`src/rtl/button_cmd_input.sv`:
```
// Push-button front end: synchronise and debounce four buttons, keep a 0-9 digit,
// and issue one-shot write/read commands over a valid/ready handshake.
module button_cmd_input #(
  parameter int DEBOUNCE_CYCLES = 1_000_000
) (
  input  logic       clk,
  input  logic       rst,
  input  logic       btn_up,
  input  logic       btn_down,
  input  logic       btn_center,
  input  logic       btn_right,
  input  logic       cmd_ready,
  output logic [3:0] digit,
  output logic       cmd_valid,
  output logic       cmd_write,
  output logic [3:0] cmd_digit
);

  localparam int              CW       = $clog2(DEBOUNCE_CYCLES + 1);
  localparam logic [CW-1:0]   CNT_LAST = CW'(DEBOUNCE_CYCLES - 1);

  typedef enum logic {IDLE, PEND} state_t;

  logic [3:0] btn_raw;
  logic [3:0] press;

  assign btn_raw = {btn_right, btn_center, btn_down, btn_up};

  generate
    for (genvar gi = 0; gi < 4; gi++) begin : g_btn
      logic          sync1_q;
      logic          sync2_q;
      logic          db_q;
      logic          db_dly_q;
      logic [CW-1:0] cnt_q;

      always_ff @(posedge clk or posedge rst) begin
        if (rst) begin
          sync1_q  <= 1'b0;
          sync2_q  <= 1'b0;
          db_q     <= 1'b0;
          db_dly_q <= 1'b0;
          cnt_q    <= '0;
        end else begin
          sync1_q  <= btn_raw[gi];
          sync2_q  <= sync1_q;
          db_dly_q <= db_q;
          if (sync2_q == db_q) begin
            cnt_q <= '0;
          end else if (cnt_q == CNT_LAST) begin
            db_q  <= ~db_q;
            cnt_q <= '0;
          end else begin
            cnt_q <= cnt_q + CW'(1);
          end
        end
      end

      // One-cycle pulse on an accepted press; releases are ignored.
      assign press[gi] = db_q & ~db_dly_q;
    end
  endgenerate

  state_t     state_q, state_d;
  logic [3:0] digit_q, digit_d;
  logic       cmd_write_q, cmd_write_d;
  logic [3:0] cmd_digit_q, cmd_digit_d;

  always_comb begin
    state_d     = state_q;
    digit_d     = digit_q;
    cmd_write_d = cmd_write_q;
    cmd_digit_d = cmd_digit_q;

    if (press[0] && !press[1]) begin
      digit_d = (digit_q == 4'd9) ? 4'd0 : digit_q + 4'd1;
    end else if (press[1] && !press[0]) begin
      digit_d = (digit_q == 4'd0) ? 4'd9 : digit_q - 4'd1;
    end

    // Commands capture the digit as it was before any same-cycle edit.
    case (state_q)
      IDLE: begin
        if (press[2]) begin
          state_d     = PEND;
          cmd_write_d = 1'b1;
          cmd_digit_d = digit_q;
        end else if (press[3]) begin
          state_d     = PEND;
          cmd_write_d = 1'b0;
          cmd_digit_d = digit_q;
        end
      end
      PEND: begin
        if (cmd_ready) begin
          state_d = IDLE;
        end
      end
      default: state_d = IDLE;
    endcase
  end

  always_ff @(posedge clk or posedge rst) begin
    if (rst) begin
      state_q     <= IDLE;
      digit_q     <= 4'd0;
      cmd_write_q <= 1'b0;
      cmd_digit_q <= 4'd0;
    end else begin
      state_q     <= state_d;
      digit_q     <= digit_d;
      cmd_write_q <= cmd_write_d;
      cmd_digit_q <= cmd_digit_d;
    end
  end

  assign digit     = digit_q;
  assign cmd_valid = (state_q == PEND);
  assign cmd_write = cmd_write_q;
  assign cmd_digit = cmd_digit_q;

endmodule

```
`config.mk`:
```
export PLATFORM = sky130hd
export DESIGN_NAME = button_cmd_input
export DESIGN_NICKNAME = d
export VERILOG_FILES = /design/src/rtl/button_cmd_input.sv
export SDC_FILE = /design/constraint.sdc
export NUM_CORES = 1
export LEC_CHECK = 0
export CAP_MARGIN = 20
export CORE_UTILIZATION = 54
export CTS_BUF_LIST = sky130_fd_sc_hd__clkbuf_16
export DETAILED_ROUTE_END_ITERATION = 12
export PLACE_DENSITY = 0.82
export SLEW_MARGIN = 20
export SYNTH_ARGS = -nofsm -noshare
export SYNTH_HDL_FRONTEND = slang
export SYNTH_SLANG_ARGS = --single-unit
```
`constraint.sdc`:
```
create_clock -name clk -period 4.3 [get_ports clk]
set_input_delay 1.075 -clock clk [delete_from_list [all_inputs] [get_ports clk]]
set_output_delay 1.075 -clock clk [all_outputs]
set_load 0.03 [all_outputs]
```
==> results of run 1 <==
[cell usage after synthesis (2+ instances only)]
cell type  count  area, sq um
nand3_1       33          165
nand4b_1       5         43.8
nor3_1        14         70.1
xnor2_1       31          272
and4_1         6         52.6
dfrtp_1      106         2650
or4_1          8         60.1
nand4_1       20          125
nor4_1        18          113
o21ai_0       18         90.1
nor4bb_1       4         40.0
mux2_2         8         90.1
mux2i_1        2         20.0
buf_2          3         15.0
and3_1        10         62.6
or3_1          9         56.3
o31ai_1        8         60.1
a211o_1        2         17.5
xor2_1        30          263
clkbuf_1      16         60.1
nor2_1        71          267
a21oi_1       19         95.1
nand2b_1       4         25.0
nand2_1       29          109
inv_1         13         48.8
ha_1           5         62.6
[layout make-up]
type,count,area (sq um),area share (%)
tap,108,135,2.39
multi-input combinational,367,2290,40.4
clock buffer,9,225,3.98
inverter,13,53.8,0.951
clock inverter,7,101,1.79
sequential,106,2650,46.9
timing repair buffer,22,205,3.63
[registers in the layout, indices dropped and copies added (netlist names)]
name	cells
g_btn.sync1_q	4
cmd_valid	1
g_btn.cnt_q	80
g_btn.db_q	4
cmd_digit	4
digit	4
g_btn.sync2_q	4
cmd_write	1
g_btn.db_dly_q	4
[power groups by stage]
stage | clock, mW | sequential, mW | combinational [mW]
after detailed placement | 0 | 1.04 | 0.0621
after CTS | 0.898 | 1.02 | 0.0629
after global routing | 0.942 | 1.02 | 0.0728
after floorplan | 0 | 1.04 | 0.0424
final | 0.883 | 1.02 | 0.0610
after global placement | 0 | 1.04 | 0.0606
[how the worst min path moves through the flow]
| stage | startpoint | end | slack [ps] | cells after the start |
|---|---|---|---|---|
| after global routing | g_btn[2].sync1_q | g_btn[2].sync2_q | 360 | 0 |
| after global placement | g_btn[2].sync1_q | g_btn[2].sync2_q | 330 | 0 |
| final | g_btn[2].sync1_q | g_btn[2].sync2_q | 350 | 0 |
| after floorplan | g_btn[0].sync1_q | g_btn[0].sync2_q | 330 | 0 |
| after detailed placement | g_btn[0].sync1_q | g_btn[0].sync2_q | 340 | 0 |
| after CTS | g_btn[0].sync1_q | g_btn[0].sync2_q | 350 | 0 |
[per-layer routing]
layer / wire length [um] / GRT usage [%] / vias to the layer above / part of all wire, %
li1: - / - / 1814 / -
met1: 4230 / 27.6 / 1870 / 44
met2: 4880 / 36.7 / 84 / 51
met3: 309 / 4.54 / 8 / 3.2
met4: 119 / 7.69 / 0 / 1.2
met5: 0 / 0 / - / 0
[per-stage QoR]
step           total power, mW  cells
3_3_place_gp              1.10    616
4_1_cts                   1.98    632
6_report                  1.97    632
5_1_grt                   2.04    632
3_5_place_dp              1.10    616
2_1_floorplan             1.08    507
[kinds of logic (layout without fill, tap and decap cells)]
logic type	after synthesis	after routing	synth area share, %
AO/OA/AOI/OAI	53	53	6.21
flip-flops	106	106	52.4
buffers and inverters	34	51	2.67
multiplexers	10	10	2.18
XOR/XNOR	61	61	10.6
AND/OR/NAND/NOR	238	238	24.7
adder cells (fa/ha/maj)	5	5	1.24
==> results.md, run 1 <==
- Status: completed
- Switching share of power: 21.4%
- CP Buf/Inv Count: 1
- Routed via count: 3,776
- IO buf count: 16
- EDFF count, synth: 0
- Worst Path Arrival: 1670 ps
- PostCTS Resize Cnt: 0
- Total grt overflow: 0
- Core box area: 0.00889 sq mm
- Distinct cell type count after synthesis: 41
- Register area share after synthesis: 52.4%
- Internal reg-to-reg setup slack: 1920 ps
- RSZ-0062 raised after global routing: false
- TNS Setup: 0 ps
- CTS sink cnt: 106
- Crit path cell chain: clkdlybuf4s50_1
- First-pass GRT wire length: 17.0 mm
- RePlAce Congestion: 0.842
- Worst r2r src: g_btn[2].cnt_q[17]
- Via density: 5.97
- Initial core utilization: 56.9%
- Post-DR wirelength/cell: 15.1 um
- Crit end category: primary output
- Sw Pwr: 421 uW
- Worst Hold Slack: 352 ps
- Commonest non-fill, non-tap cell in the layout: dfrtp_1
- Pin count of the biggest net entering global routing: 91
- Mapped cell area: 0.00506 sq mm
- Most frequent cells in the layout: 106 x dfrtp_1, 71 x nor2_1, 33 x nand3_1
- Logic gate share of total power: 3.1%
- Routed Antenna Nets: 0
- DIE HEIGHT: 98.8 um
- Syn nets: 519
- FF+latch count, synth: 106
- Layout cells sized above 1: 7.06%
- IO Count: 17
- Class of the worst hold path: register to register
- VDD IR max: 0.218 mV
- Final nets: 531
- Number of global-route vias before repair: 3,715
- Sequential share of power: 52.0%
- Layout area overhead: 11.9%
- Max Slew Vio Count: 0
- Clk_lat worst skew: 340 ps
- Die width: 98.8 um
- Synth Flop Type: dfrtp_1
- Post-Layout Inst Area: 0.00566 sq mm
- Clock transition at the registers of the reported paths: 70 ps
- Placement Setup Slack: 1720 ps
- Drt initial violations: 179
- Pint: 1.55 mW
- Routed wire length: 9.54 mm
- Post-DP HPWL: 6.29 mm
- Critical Path End: digit[0]
- CP max FO: 11
- CP Depth: 1
- # hold bufs at CTS: 0
- Critical path class: register to primary output
- CP top delay family: buffers and inverters
- Async SR Flop Fraction: 100%
- Worst-Margin Slew: 762 ps
- CTS H-tree depth: 3
- Final Skew: 9.18 ps
- CTS tree: built
- Capturing point of the worst reg2reg path: g_btn[2].cnt_q[18]
- Mean Syn Cell Area: 9.98 sq um
- Antenna cell count: 0
- Max Cap Viol: 0
- Drt pass-1 iters: 4
- Final core occ: 63.7%
- Pleak: 2.31 nW
- CP startpoint kind: register
- Fillers: 698
- Clock Power Share: 44.9%
- DRC: 0
- Post-Syn Instances: 507
- Worst r2r path cells: 5
- Setup Fix Bufs, Post-CTS: 0
- Hold Vio Cnt, Final: 0
- Total CTS buffers: 9
- Fmax achieved: 365 MHz
- GRT Util Overall: 21.7%
- CP startpoint: digit[0]
- # rows: 34
- Post-DP Area: 0.00533 sq mm
- Required @ worst endpoint: 3220 ps
- Antenna violations before repair: 0
- Tcrit/Tclk final: 63.7%
- Final count of negative-setup-slack endpoints: 0
- Setup slack after layout: 1560 ps
- Final min period: 2740 ps
- Die area: 0.00976 sq mm
- PD cells: 347 mW/mm^2
- Crit path largest cell delay: 770 ps
- Maximum buffer depth of the clock tree: 2
- Slew margin rel.: 48.9%
- Slowest CP cell: clkdlybuf4s50_1
- Yosys warning count: 0
- Root buf cell: clkbuf_16
No activity file was read; power rests on OpenSTA's default activity.
==> run 2, diff against run 1 <==
- PLACE_DENSITY: 0.82 -> 0.84
- clock period: 4.3 -> 2.4 ns (I/O delays scaled with it)
==> results.md, run 2 (synthesis results as in run 1) <==
- Status: completed (unchanged)
- Worst r2r src: g_btn[2].cnt_q[16] (was g_btn[2].cnt_q[17])
- Switching share of power: 21.6% (was 21.4%)
- Routed via count: 3,776 (unchanged)
- Worst-Margin Slew: 561 ps (was 762 ps)
- CP Buf/Inv Count: 1 (unchanged)
- Root buf cell: clkbuf_16 (unchanged)
- Multi-input logic area: 0.00229 sq mm (unchanged)
- Layout cells sized above 1: 7.22% (was 7.06%)
- Fmax achieved: 447 MHz
- Final count of negative-setup-slack endpoints: 0 (unchanged)
- Crit path cell chain: clkdlybuf4s50_1 (unchanged)
- Fillers: 701 (was 698)
- First-pass GRT wire length: 17.2 mm (was 17.0 mm)
- CTS tree: built (unchanged)
- Post-DR wirelength/cell: 15.6 um (was 15.1 um)
- # rows: 34 (unchanged)
- FF/Latch Area: 0.00265 sq mm (unchanged)
- Hold_sp: g_btn[1].sync1_q (was g_btn[2].sync1_q)
- WHS Endpoint: g_btn[1].sync2_q (was g_btn[2].sync2_q)
- Capturing point of the worst reg2reg path: g_btn[2].cnt_q[17] (was g_btn[2].cnt_q[18])
- Routed Antenna Nets: 0 (unchanged)
- Die area: 0.00976 sq mm (unchanged)
- RePlAce Congestion: 0.876 (was 0.842)
- Maximum buffer depth of the clock tree: 2 (unchanged)
- # hold bufs at CTS: 0 (unchanged)
- GRT Util Overall: 22.3% (was 21.7%)
- Total CTS buffers: 9 (unchanged)
- Post-DP Area: 0.00537 sq mm (was 0.00533 sq mm)
- Critical path class: register to primary output (unchanged)
- CP top delay family: buffers and inverters (unchanged)
- Routed wire length: 9.86 mm (was 9.54 mm)
- CTS H-tree depth: 3 (unchanged)
- Logic gate share of total power: 3.4% (was 3.1%)
- Pin count of the biggest net entering global routing: 68 (was 91)
- Die width: 98.8 um (unchanged)
- CP startpoint kind: register (unchanged)
- VDD IR max: 0.417 mV (was 0.218 mV)
- Final min period: 2240 ps
- Clk_lat worst skew: 340 ps (about the same)
- Sequential share of power: 54.1% (was 52.0%)
- CTS sink cnt: 106 (unchanged)
- DRC: 0 (unchanged)
- Required @ worst endpoint: 1800 ps (was 3220 ps)
- Sw Pwr: 730 uW (was 421 uW)
- Internal reg-to-reg setup slack: 390 ps (was 1920 ps)
- Max Slew Vio Count: 0 (unchanged)
- Layout area overhead: 12.0% (was 11.9%)
- IO Count: 17 (unchanged)
- Pwr Total: 3.39 mW (was 1.97 mW)
- CP max FO: 11 (unchanged)
- Final nets: 533 (was 531)
- Hold Vio Cnt, Final: 0 (unchanged)
- Commonest non-fill, non-tap cell in the layout: dfrtp_1 (unchanged)
- Post-DP HPWL: 6.58 mm (was 6.29 mm)
- DIE HEIGHT: 98.8 um (unchanged)
- Crit end category: primary output (unchanged)
- Via density: 5.96 (was 5.97)
- Core box area: 0.00889 sq mm (unchanged)
- RSZ-0062 raised after global routing: false (unchanged)
- Worst r2r path cells: 5 (unchanged)
- Initial core utilization: 56.9% (unchanged)
- Number of global-route vias before repair: 3,735 (was 3,715)
- Pleak: 2.31 nW (about the same)
- Pint: 2.66 mW (was 1.55 mW)
- Biggest register: g_btn.cnt_q (unchanged)
- Setup Fix Bufs, Post-CTS: 0 (unchanged)
- PD cells: 597 mW/mm^2 (was 347 mW/mm^2)
- Antenna violations before repair: 0 (unchanged)
- Clock transition at the registers of the reported paths: 70 ps (about the same)
- PostCTS Resize Cnt: 0 (unchanged)
- Slew margin rel.: 62.6% (was 48.9%)
- Max Cap Viol: 0 (unchanged)
- Max reg flops: 80 (unchanged)
- Clock Power Share: 42.5% (was 44.9%)
- Crit path largest cell delay: 750 ps (was 770 ps)
- Final Skew: 7.68 ps (was 9.18 ps)
- Post-Layout Inst Area: 0.00567 sq mm (was 0.00566 sq mm)
- Drt pass-1 iters: 4 (unchanged)
- Total grt overflow: 0 (unchanged)
- Most frequent cells in the layout: 106 x dfrtp_1, 71 x nor2_1, 33 x nand3_1 (unchanged)
- IO buf count: 16 (unchanged)
- Antenna cell count: 0 (unchanged)
- Setup slack after layout: 164 ps (was 1560 ps)
- TNS Setup: 0 ps (unchanged)
- Tcrit/Tclk final: 93.2%
- Class of the worst hold path: register to register (unchanged)
- Placement Setup Slack: 436 ps (was 1720 ps)
- Drt initial violations: 153 (was 179)
- Slowest CP cell: clkdlybuf4s50_1 (unchanged)
- Hold path cells: 0 (unchanged)
- Worst Path Arrival: 1640 ps (was 1670 ps)
==> run 2: routing by layer <==
metal / share of wire [%] / global-route usage, %
met1: 43 / 27.2
met2: 52 / 38.9
met3: 2.5 / 5.18
met4: 1.9 / 7.46
met5: 0 / 0
==> run 2: worst max-delay path by stage <==
stage	end	start	cells past startpoint
after floorplan	cmd_digit[0]	rst	1
after global placement	digit[0]	digit[0]	1
after detailed placement	g_btn[2].cnt_q[4]	g_btn[2].cnt_q[16]	5
after CTS	digit[0]	digit[0]	1
after global routing	digit[0]	digit[0]	1
final	digit[0]	digit[0]	1
==> run 2: power by group through the flow <==
stage / logic (mW) / clock network, mW / registers [mW]
detailed placement: 0.119 / 0 / 1.87
CTS: 0.119 / 1.47 / 1.83
finish: 0.115 / 1.44 / 1.83
global placement: 0.115 / 0 / 1.86
global route: 0.135 / 1.55 / 1.84
floorplan: 0.0764 / 0 / 1.86
==> run 2: area by class of cell <==
class                           count  area share, %
Clock buffer                        9           3.97
Clock inverter                      7           1.24
Inverter                           13          0.927
Multi-Input combinational cell    367           40.3
Sequential cell                   106           46.8
Tap cell                          108           2.38
Timing Repair Buffer               24           4.33
==> run 2: stage by stage <==
stage / instances / hold WS, ps / utilization (%)
after floorplan: 507 / 331 / -
after global placement: 618 / 335 / 60.4
after detailed placement: 618 / 335 / 60.4
after CTS: 634 / 350 / 63.7
after global routing: 634 / 366 / 63.7
final: 634 / 350 / 63.7
==> run 3, diff against run 2 <==
- CAP_MARGIN: 20 -> 40
- CTS_BUF_LIST: sky130_fd_sc_hd__clkbuf_16 -> sky130_fd_sc_hd__clkbuf_4
==> results.md, run 3 (synthesis results as in run 1) <==
- # rows: 34 (unchanged)
- Logic gate share of total power: 4.0% (was 3.4%)
- Total CTS buffers: 9 (unchanged)
- Slew margin rel.: 62.0% (was 62.6%)
- Final nets: 533 (unchanged)
- Most frequent cells in the layout: 106 x dfrtp_1, 71 x nor2_1, 33 x nand3_1 (unchanged)
- CP max FO: 5 (was 11)
- Switching share of power: 23.3% (was 21.6%)
- Critical Path End: cmd_valid (was digit[0])
- Antenna cell count: 0 (unchanged)
- Final core occ: 62.2% (was 63.7%)
- IO buf count: 16 (unchanged)
- Capturing point of the worst reg2reg path: g_btn[2].cnt_q[17] (unchanged)
- DIE HEIGHT: 98.8 um (unchanged)
- Total grt overflow: 0 (unchanged)
- Pin count of the biggest net entering global routing: 68 (unchanged)
- Clk_lat worst skew: 440 ps (was 340 ps)
- CP startpoint: cmd_valid (was digit[0])
- Crit path cell chain: clkdlybuf4s50_1 (unchanged)
- CTS tree: built (unchanged)
- Post-DP HPWL: 6.58 mm (unchanged)
- GRT Util Overall: 21.0% (was 22.3%)
- Max Cap Viol: 0 (unchanged)
- Final min period: 2150 ps (was 2240 ps)
- Initial core utilization: 56.9% (unchanged)
- Root buf cell: clkbuf_4 (was clkbuf_16)
- Placed cells: 618 (unchanged)
- Sequential share of power: 64.0% (was 54.1%)
- Commonest non-fill, non-tap cell in the layout: dfrtp_1 (unchanged)
- Fillers: 712 (was 701)
- Maximum buffer depth of the clock tree: 2 (unchanged)
- Biggest register: g_btn.cnt_q (unchanged)
- VDD IR max: 0.276 mV (was 0.417 mV)
- Required @ worst endpoint: 1800 ps (about the same)
- Clock transition at the registers of the reported paths: 150 ps (was 70 ps)
- Final count of negative-setup-slack endpoints: 0 (unchanged)
- First-pass GRT wire length: 16.5 mm (was 17.2 mm)
- CTS sink cnt: 106 (unchanged)
- Post-route insts no fill: 634 (unchanged)
- Routed via count: 3,778 (was 3,776)
- CP Buf/Inv Count: 1 (unchanged)
- Tcrit/Tclk final: 89.7% (was 93.2%)
- DRC: 0 (unchanged)
- Max reg flops: 80 (unchanged)
- PD cells: 518 mW/mm^2 (was 597 mW/mm^2)
- Die width: 98.8 um (unchanged)
- Critical path class: register to primary output (unchanged)
- Drt initial violations: 128 (was 153)
- TNS Setup: 0 ps (unchanged)
- Slowest CP cell: clkdlybuf4s50_1 (unchanged)
- Crit path largest cell delay: 690 ps (was 750 ps)
- Layout area overhead: 9.25% (was 12.0%)
- Die area: 0.00976 sq mm (unchanged)
- Pint: 2.20 mW (was 2.66 mW)
- RePlAce Congestion: 0.876 (unchanged)
- CTS H-tree depth: 3 (unchanged)
- CP top delay family: buffers and inverters (unchanged)
- Number of global-route vias before repair: 3,734 (was 3,735)
- Clock Power Share: 32.0% (was 42.5%)
- Post-DR wirelength/cell: 14.9 um (was 15.6 um)
- Hold Vio Cnt, Final: 0 (unchanged)
- Crit end category: primary output (unchanged)
- Pleak: 2.31 nW (about the same)
- Layout cells sized above 1: 7.60% (was 7.22%)
- Drt pass-1 iters: 4 (unchanged)
- Worst r2r path cells: 5 (unchanged)
- Worst-Margin Slew: 570 ps (was 561 ps)
- Routed Antenna Nets: 0 (unchanged)
- Internal reg-to-reg setup slack: 390 ps (about the same)
- IO Count: 17 (unchanged)
- Final Skew: 23.4 ps (was 7.68 ps)
- Antenna violations before repair: 0 (unchanged)
- CP Depth: 1 (unchanged)
- Worst Path Arrival: 1550 ps (was 1640 ps)
- Worst r2r src: g_btn[2].cnt_q[16] (unchanged)
- Core box area: 0.00889 sq mm (unchanged)
- CP startpoint kind: register (unchanged)
- Max Slew Vio Count: 0 (unchanged)
- Sw Pwr: 667 uW (was 730 uW)
- Fmax achieved: 464 MHz (was 447 MHz)
- Routed wire length: 9.44 mm (was 9.86 mm)
- RSZ-0062 raised after global routing: false (unchanged)
- Via density: 5.96 (about the same)
- Status: completed (unchanged)
- Class of the worst hold path: register to register (unchanged)
[run 3: area by class of cell]
type / instances / area, sq um / area share, %
multi-input combinational: 367 / 2290 / 41.4
clock buffer: 11 / 82.6 / 1.49
sequential: 106 / 2650 / 48.0
timing repair buffer: 24 / 255 / 4.62
clock inverter: 5 / 62.6 / 1.13
tap: 108 / 135 / 2.45
inverter: 13 / 52.6 / 0.951
[run 3: metal layers]
layer  wire length, um  global-route usage, %  vias up
met5                 0                      0        -
met4               184                   7.35        0
met3               311                   4.82       16
met2              4850                   36.4       68
met1              4100                   25.7     1873
li1                  -                      -     1821
[run 3: what timing repair did]
action / in CTS / in global routing
hold buffers: 0 / 0
setup buffers: 0 / 0
endpoints found under the setup margin: 0 / 4
resized for setup: 0 / 4
[run 3: power by group through the flow]
stage                     registers [mW]  logic (mW)  clock network [mW]
final                               1.83       0.115               0.915
after global routing                1.84       0.134                1.01
after CTS                           1.83       0.119               0.948
after detailed placement            1.87       0.119                   0
after global placement              1.86       0.115                   0
after floorplan                     1.86      0.0764                   0
[run 3: worst min-delay path by stage]
stage                     cells past startpoint          endpoint        startpoint
final                                         0  g_btn[1].sync2_q  g_btn[1].sync1_q
after global placement                        0  g_btn[2].sync2_q  g_btn[2].sync1_q
after CTS                                     0  g_btn[1].sync2_q  g_btn[1].sync1_q
after detailed placement                      0  g_btn[1].sync2_q  g_btn[1].sync1_q
after floorplan                               0  g_btn[0].sync2_q  g_btn[0].sync1_q
after global routing                          0  g_btn[2].sync2_q  g_btn[2].sync1_q
[run 3: stage by stage]
step                setup slack [ps]  area [sq um]  hold WS (ps)  total power [mW]
detailed placement               436          5370           335              1.98
finish                           246          5530           367              2.86
global route                     174          5530           389              2.98
floorplan                        526          5060           331              1.94
CTS                             18.9          5520           369              2.90
global placement                 536          5370           335              1.98
[run 3: worst reg2reg max path: cells and delay by family (launching register included)]
| kind | cells | cell delay (ps) |
|---|---|---|
| simple gates | 2 | 840 |
| compound gates | 2 | 350 |
| flops | 1 | 440 |
| buf+inv | 1 | 270 |
